**src/rtl/lsq_forward_queue.sv**
```systemverilog
// Load/store queue with age-ordered hazard bitmaps and store-to-load forwarding.
// Stores leave only after an in-order release from retire; flush keeps released stores.
module lsq_forward_queue #(
  parameter int LQ_DEPTH   = 4,
  parameter int SQ_DEPTH   = 4,
  parameter int ID_W       = 3,
  parameter int ADDR_W     = 32,
  parameter int DATA_W     = 32,
  parameter int FORWARD_EN = 1,
  localparam int BE_W      = DATA_W / 8,
  localparam int LQ_CW     = $clog2(LQ_DEPTH) + 1,
  localparam int SQ_CW     = $clog2(SQ_DEPTH) + 1
) (
  input  logic              clk,
  input  logic              rst_n,
  input  logic              flush,
  input  logic              in_valid,
  output logic              in_ready,
  input  logic              in_load,
  input  logic              in_store,
  input  logic [ADDR_W-1:0] in_addr,
  input  logic [BE_W-1:0]   in_be,
  input  logic [DATA_W-1:0] in_data,
  input  logic [ID_W-1:0]   in_id,
  input  logic              store_release,
  output logic              out_valid,
  input  logic              out_ready,
  output logic              out_load,
  output logic [ADDR_W-1:0] out_addr,
  output logic [BE_W-1:0]   out_be,
  output logic [DATA_W-1:0] out_data,
  output logic [ID_W-1:0]   out_id,
  output logic              fwd_valid,
  output logic [ID_W-1:0]   fwd_id,
  output logic [DATA_W-1:0] fwd_data,
  output logic [LQ_CW-1:0]  lq_count,
  output logic [SQ_CW-1:0]  sq_count,
  output logic              empty
);

  localparam int LQ_AW = LQ_CW - 1;
  localparam int SQ_AW = SQ_CW - 1;
  localparam int OFF_W = $clog2(BE_W);

  // Control state
  logic [LQ_CW-1:0] lq_head_q, lq_head_d, lq_tail_q, lq_tail_d;
  logic [SQ_CW-1:0] sq_head_q, sq_head_d, sq_tail_q, sq_tail_d;
  logic [SQ_CW-1:0] rel_cnt_q, rel_cnt_d;
  logic             lock_q, lock_d, lock_load_q, lock_load_d;

  // Payload storage
  logic [ADDR_W-1:0]   sq_addr_q [SQ_DEPTH];
  logic [BE_W-1:0]     sq_be_q   [SQ_DEPTH];
  logic [DATA_W-1:0]   sq_data_q [SQ_DEPTH];
  logic [ID_W-1:0]     sq_id_q   [SQ_DEPTH];
  logic [ADDR_W-1:0]   lq_addr_q [LQ_DEPTH];
  logic [BE_W-1:0]     lq_be_q   [LQ_DEPTH];
  logic [ID_W-1:0]     lq_id_q   [LQ_DEPTH];
  logic [SQ_DEPTH-1:0] lq_bm_q   [LQ_DEPTH];
  logic [SQ_AW-1:0]    lq_fwd_q  [LQ_DEPTH];

  logic [LQ_AW-1:0]    lq_hidx, lq_tidx;
  logic [SQ_AW-1:0]    sq_hidx, sq_tidx;
  logic                lq_full, sq_full, push_load, push_store;
  logic                lq_pop, sq_pop, out_fire, sel_load;
  logic [SQ_DEPTH-1:0] sq_occ, ld_match, lq_bm_head;
  logic [SQ_AW-1:0]    new_fwd, lq_fwd_head;
  logic [BE_W-1:0]     lq_be_head;
  logic                ld_conflict, ld_issue, ld_fwd, st_rdy;

  // Youngest matching store: scan backwards from tail-1, nearest hit wins.
  function automatic logic [SQ_AW-1:0] youngest(input logic [SQ_DEPTH-1:0] bm,
                                                input logic [SQ_AW-1:0]    tail);
    logic [SQ_AW-1:0] idx;
    logic [SQ_AW-1:0] res;
    res = '0;
    for (int k = SQ_DEPTH; k >= 1; k--) begin
      idx = tail - SQ_AW'(k);
      if (bm[idx]) res = idx;
    end
    return res;
  endfunction

  assign lq_hidx  = lq_head_q[LQ_AW-1:0];
  assign lq_tidx  = lq_tail_q[LQ_AW-1:0];
  assign sq_hidx  = sq_head_q[SQ_AW-1:0];
  assign sq_tidx  = sq_tail_q[SQ_AW-1:0];
  assign lq_count = lq_tail_q - lq_head_q;
  assign sq_count = sq_tail_q - sq_head_q;
  assign empty    = (lq_count == '0) && (sq_count == '0);
  assign lq_full  = (lq_count == LQ_CW'(LQ_DEPTH));
  assign sq_full  = (sq_count == SQ_CW'(SQ_DEPTH));

  assign in_ready   = !(in_load && lq_full) && !(in_store && sq_full);
  assign push_load  = in_valid && in_ready && in_load && !flush;
  assign push_store = in_valid && in_ready && in_store && !flush;

  // Head-load classification
  assign lq_bm_head  = lq_bm_q[lq_hidx];
  assign lq_fwd_head = lq_fwd_q[lq_hidx];
  assign lq_be_head  = lq_be_q[lq_hidx];
  assign ld_conflict = |lq_bm_head;
  assign ld_issue    = (lq_count != '0) && !ld_conflict;
  assign ld_fwd      = (FORWARD_EN != 0) && (lq_count != '0) && ld_conflict &&
                       lq_bm_head[lq_fwd_head] &&
                       ((lq_be_head & ~sq_be_q[lq_fwd_head]) == '0);
  assign st_rdy      = (rel_cnt_q != '0);

  // NOTE: every always_comb output gets a default first so no path infers a latch.
  always_comb begin
    out_valid = 1'b0;
    out_load  = 1'b0;
    out_addr  = '0;
    out_be    = '0;
    out_data  = '0;
    out_id    = '0;
    sel_load  = 1'b0;
    if (lock_q) begin
      out_valid = 1'b1;
      sel_load  = lock_load_q;
    end else if (ld_issue) begin
      out_valid = 1'b1;
      sel_load  = 1'b1;
    end else if (st_rdy) begin
      out_valid = 1'b1;
    end
    if (out_valid) begin
      out_load = sel_load;
      if (sel_load) begin
        out_addr = lq_addr_q[lq_hidx];
        out_be   = lq_be_head;
        out_id   = lq_id_q[lq_hidx];
      end else begin
        out_addr = sq_addr_q[sq_hidx];
        out_be   = sq_be_q[sq_hidx];
        out_data = sq_data_q[sq_hidx];
        out_id   = sq_id_q[sq_hidx];
      end
    end
  end

  assign out_fire = out_valid && out_ready;
  assign sq_pop   = out_fire && !sel_load;
  assign lq_pop   = ld_fwd || (out_fire && sel_load);

  always_comb begin
    fwd_valid = ld_fwd;
    fwd_id    = '0;
    fwd_data  = '0;
    if (ld_fwd) begin
      fwd_id = lq_id_q[lq_hidx];
      for (int b = 0; b < BE_W; b++)
        fwd_data[8*b +: 8] = lq_be_head[b] ? sq_data_q[lq_fwd_head][8*b +: 8] : 8'h00;
    end
  end

  // Conflict snapshot for an incoming load; a store leaving this cycle is excluded.
  always_comb begin
    for (int i = 0; i < SQ_DEPTH; i++) begin
      sq_occ[i]   = ({1'b0, SQ_AW'(i) - sq_hidx} < sq_count);
      ld_match[i] = sq_occ[i] &&
                    (sq_addr_q[i][ADDR_W-1:OFF_W] == in_addr[ADDR_W-1:OFF_W]) &&
                    !(sq_pop && (sq_hidx == SQ_AW'(i)));
    end
    new_fwd = youngest(ld_match, sq_tidx);
  end

  always_comb begin
    lq_head_d   = lq_head_q + LQ_CW'(lq_pop);
    lq_tail_d   = lq_tail_q + LQ_CW'(push_load);
    sq_head_d   = sq_head_q + SQ_CW'(sq_pop);
    sq_tail_d   = sq_tail_q + SQ_CW'(push_store);
    rel_cnt_d   = rel_cnt_q + SQ_CW'(store_release) - SQ_CW'(sq_pop);
    lock_d      = out_valid && !out_ready;
    lock_load_d = sel_load;
    if (flush) begin
      lq_tail_d = lq_head_d;
      sq_tail_d = sq_head_d + rel_cnt_d;
      if (sel_load) lock_d = 1'b0;
    end
  end

  // NOTE: sequential state uses non-blocking assignments so all registers update together.
  always_ff @(posedge clk) begin
    if (!rst_n) begin
      lq_head_q   <= '0;
      lq_tail_q   <= '0;
      sq_head_q   <= '0;
      sq_tail_q   <= '0;
      rel_cnt_q   <= '0;
      lock_q      <= 1'b0;
      lock_load_q <= 1'b0;
    end else begin
      lq_head_q   <= lq_head_d;
      lq_tail_q   <= lq_tail_d;
      sq_head_q   <= sq_head_d;
      sq_tail_q   <= sq_tail_d;
      rel_cnt_q   <= rel_cnt_d;
      lock_q      <= lock_d;
      lock_load_q <= lock_load_d;
    end
  end

  // NOTE: payload arrays carry no reset; pointers alone define which entries are live.
  always_ff @(posedge clk) begin
    if (push_store) begin
      sq_addr_q[sq_tidx] <= in_addr;
      sq_be_q[sq_tidx]   <= in_be;
      sq_data_q[sq_tidx] <= in_data;
      sq_id_q[sq_tidx]   <= in_id;
    end
    if (push_load) begin
      lq_addr_q[lq_tidx] <= in_addr;
      lq_be_q[lq_tidx]   <= in_be;
      lq_id_q[lq_tidx]   <= in_id;
      lq_fwd_q[lq_tidx]  <= new_fwd;
    end
    for (int i = 0; i < LQ_DEPTH; i++) begin
      if (push_load && (lq_tidx == LQ_AW'(i))) lq_bm_q[i] <= ld_match;
      else if (sq_pop)                          lq_bm_q[i][sq_hidx] <= 1'b0;
    end
  end

  // Retire may only release a store that exists and is not yet released.
  release_legal_a: assert property (@(posedge clk) disable iff (!rst_n)
    store_release |-> (rel_cnt_q < sq_count));

endmodule
```
**config.mk**
```make
export PLATFORM = sky130hd
export DESIGN_NAME = lsq_forward_queue
export DESIGN_NICKNAME = d
export VERILOG_FILES = /design/src/rtl/lsq_forward_queue.sv
export SDC_FILE = /design/constraint.sdc
export NUM_CORES = 1
export LEC_CHECK = 0
export ABC_AREA = 1
export BUFFER_PORTS_ARGS = -buffer_cell sky130_fd_sc_hd__buf_2
export CORE_UTILIZATION = 45
export CTS_CLUSTER_SIZE = 30
export DETAILED_ROUTE_END_ITERATION = 10
export PLACE_DENSITY = 0.72
export SYNTH_ARGS = -nofsm -noshare
export SYNTH_HDL_FRONTEND = slang
export SYNTH_SLANG_ARGS = --single-unit
```
**constraint.sdc**
```tcl
create_clock -name clk -period 8.6 [get_ports clk]
set_input_delay 0.43 -clock clk [delete_from_list [all_inputs] [get_ports clk]]
set_output_delay 0.43 -clock clk [all_outputs]
set_load 0.02 [all_outputs]
```
==> impl_results.md <==
* Initial antenna violation count at 16
* Port buffer count at just under 200
* Worst R2R Setup Slack at between 3 and 4 ns
* Relative slew slack at about 18%
* R2R cell count at 14
* PwrDens at a little over 300 mW/mm^2
* Area leader, netlist: edfxtp_1
* Worst Hold End: lock_q
* Syn avg cell area at 10.7 um^2
* GR Util All Layers at between 20% and 30%
* 1st-pass router iterations at 7
* Global placement routability congestion at slightly above 0.9
* Share of layout cells above drive strength 1 at 14.8%
* Post-Route Skew at between 0.02 and 0.03 ns
* Area share of the leading cell type in the synthesized netlist at about three fifths
* CP Capture Type: output pin
* Final Slew Violations at 0
* Synthesized flop and latch total at roughly 480
* Synth Flop Type: edfxtp_1
* Peak VDD IR at 0.169 mV
* Warnings from Yosys at 0
* HP Class: in -> reg
* Cell count after synthesis at 2102
* HP Start: out_ready
* Final min period at 5.07 ns
* RSZ-0062 raised after global routing: false
* Net Count, Synth at 2210
* Fmax at 197 MHz
* Gr ovfl total at 0
* Worst r2r dst: sq_data_q[3][5]
* Outcome: complete, no violations
* Total number of vias at 17200
* Finished Layout Cells at ~3000
* Pin count of the biggest net entering global routing at 114
* Setup TNS at 0 ns
* Total wire length at approximately 64 mm
* Final ANT Viol Nets at 0
* Crit path max fanout at 90
* Vias in the first global route at 16300
* Placed insts at roughly 2800
* Pre-CTS setup slack at 3.73 ns
* Clock sinks at just under 500
* Boundary pin count at 196
* Commonest cells in the synthesized netlist: edfxtp_1 (460), nand2_1 (299), nor2_1 (249)
* CTS tree: done
* Worst setup SP type: flop
* DRC at 0
* Via-to-Cell Ratio at 5.85
* WHS at 0.0579 ns
* Max_cap viols at 0
* Global-route wire length before repair at 96.0 mm
* Async SR Flop Fraction at 0%
* Core Footprint at 0.0492 mm^2
* Fin crit share at between 50 and 60%
* Die H at 226 um
* LEAKAGE at approximately 0.0096 uW
* Top-count cell post-synth: edfxtp_1
* Core Util, Final at 52.1%
* Htree depth at 2
* Initial Utilization at 45.9%
* DIE WIDTH at 226 um
* Setup bufs post-CTS at 0
* Maximum clock insertion buffer count at 3
* EDFF count, synth at 460
* CTS resizes at 0
* Min-Delay Path Depth at 2
* Drt initial violations at 2237
* Cell Area, Synth at 0.0225 mm^2
* Final setup viols at 0
* Clock transition at path regs at 0.06 ns
* Origin of the critical flop-to-flop path: sq_head_q[0]
* Clk root buf: clkbuf_16
* WP data arrival at 4.64 ns
* Total die area at 0.0510 mm^2
* Worst setup margin at roughly 3.5 ns
* Final net count at approximately 2300
* Hpwl dp at 39.1 mm
* P&R area growth vs syn at 13.5%
* Area contributors post-synth: edfxtp_1 (61%), nand2_1 (5.0%), o21ai_0 (4.8%)
* Unique masters post-synth at 47
* Skew-Pair Late Insertion Delay at about 0.57 ns
* Setup Crit Path Kind: reg -> out
* WL per Instance at 21.8 um
* Worst Max-Slew Pin Slew at 1.23 ns
* Final hold vios at 0
* Fillers at 4152
* Post-CTS Hold Buffers at 0
* Row cnt at 81
* Worst Path Required at between 8 and 9 ns
* TritonCTS buffer count at 47
* Post-synthesis sequential area ratio at 63.1%
sequential cells by signal, indices dropped and copies added, names as in the netlist:
signal / count
lq_addr_q: 128
sq_addr_q: 128
sq_data_q: 128
lq_be_q: 16
lq_bm_q: 16
sq_be_q: 16
lq_id_q: 12
sq_id_q: 12
lq_fwd_q: 8
lq_head_q: 3
lq_tail_q: 3
rel_cnt_q: 3
sq_head_q: 3
sq_tail_q: 3
lock_load_q: 1
lock_q: 1
cells in the final DEF, fill, tap and decap left out, types with 34 or more instances in the layout:
master     count
o21ai_0      217
nor2_1       245
clkbuf_16     49
nand2_1      298
xnor2_1       74
edfxtp_1     460
buf_2        195
a211oi_1      34
nand3_1       37
inv_1        142
a21oi_1      161
report_power, final:
part           switching [uW]  total [uW]  leakage [uW]  internal [uW]
combinational            2080        2900       0.00455            816
sequential                137        2850       0.00434           2720
clock                     882        2060      0.000737           1180
cell type report:
cell class	count	area (um^2)	area share, %
clock buffer	60	1290	5.03
antenna	10	25.0	0.0978
multi-input combinational	1337	7250	28.3
sequential	481	14200	55.7
timing repair buffer	216	1130	4.43
clock inverter	27	249	0.973
tap	664	831	3.25
inverter	151	572	2.23
worst max-delay path by stage:
stage,slack [ns],startpoint,endpoint,depth (start not counted)
after global placement,3.88,sq_head_q[0],sq_data_q[0][26],14
after floorplan,2.29,sq_head_q[1],lq_bm_q[1][0],16
after global routing,3.30,lq_head_q[0],fwd_id[2],11
final,3.53,lq_head_q[0],fwd_id[2],12
after detailed placement,3.73,sq_head_q[0],sq_data_q[3][13],14
after CTS,3.57,lq_head_q[0],fwd_id[2],11
worst max-delay path, cell delays in order, from the launching register on:
cell	delay, ns
dfxtp_4	0.72
inv_4	0.48
nand2_1	0.19
nand3_1	0.10
nand2_2	0.16
buf_4	0.67
o21ai_0	0.24
o221ai_1	0.29
nand3_1	0.24
nor2_8	0.29
inv_2	0.14
nor2_1	0.22
buf_2	0.22
cell families (layout without fill, tap and decap cells):
| family | Yosys count | count (layout) | share of synthesized area [%] |
|---|---|---|---|
| AO/OA/AOI/OAI | 560 | 560 | 14.6 |
| buffers and inverters | 284 | 454 | 4.91 |
| other | 0 | 10 | 0 |
| XOR/XNOR | 89 | 89 | 3.46 |
| adder cells (fa/ha/maj) | 29 | 29 | 1.74 |
| AND/OR/NAND/NOR | 659 | 659 | 12.1 |
| flip-flops | 481 | 481 | 63.1 |
routing by layer:
metal	up-vias	global-route usage, %	share of wire [%]
met3	177	4.18	8.5
li1	7737	-	-
met5	-	0	0.12
met4	10	10.4	4.0
met2	905	38.9	47
met1	8391	33.7	40
stage by stage:
step,area (um^2),total power [uW]
floorplan,22500,4700
global placement,24000,5700
detailed placement,24000,5760
CTS,25600,7810
global route,25600,8140
finish,25600,7810
Power figures use the tool's default switching activity.
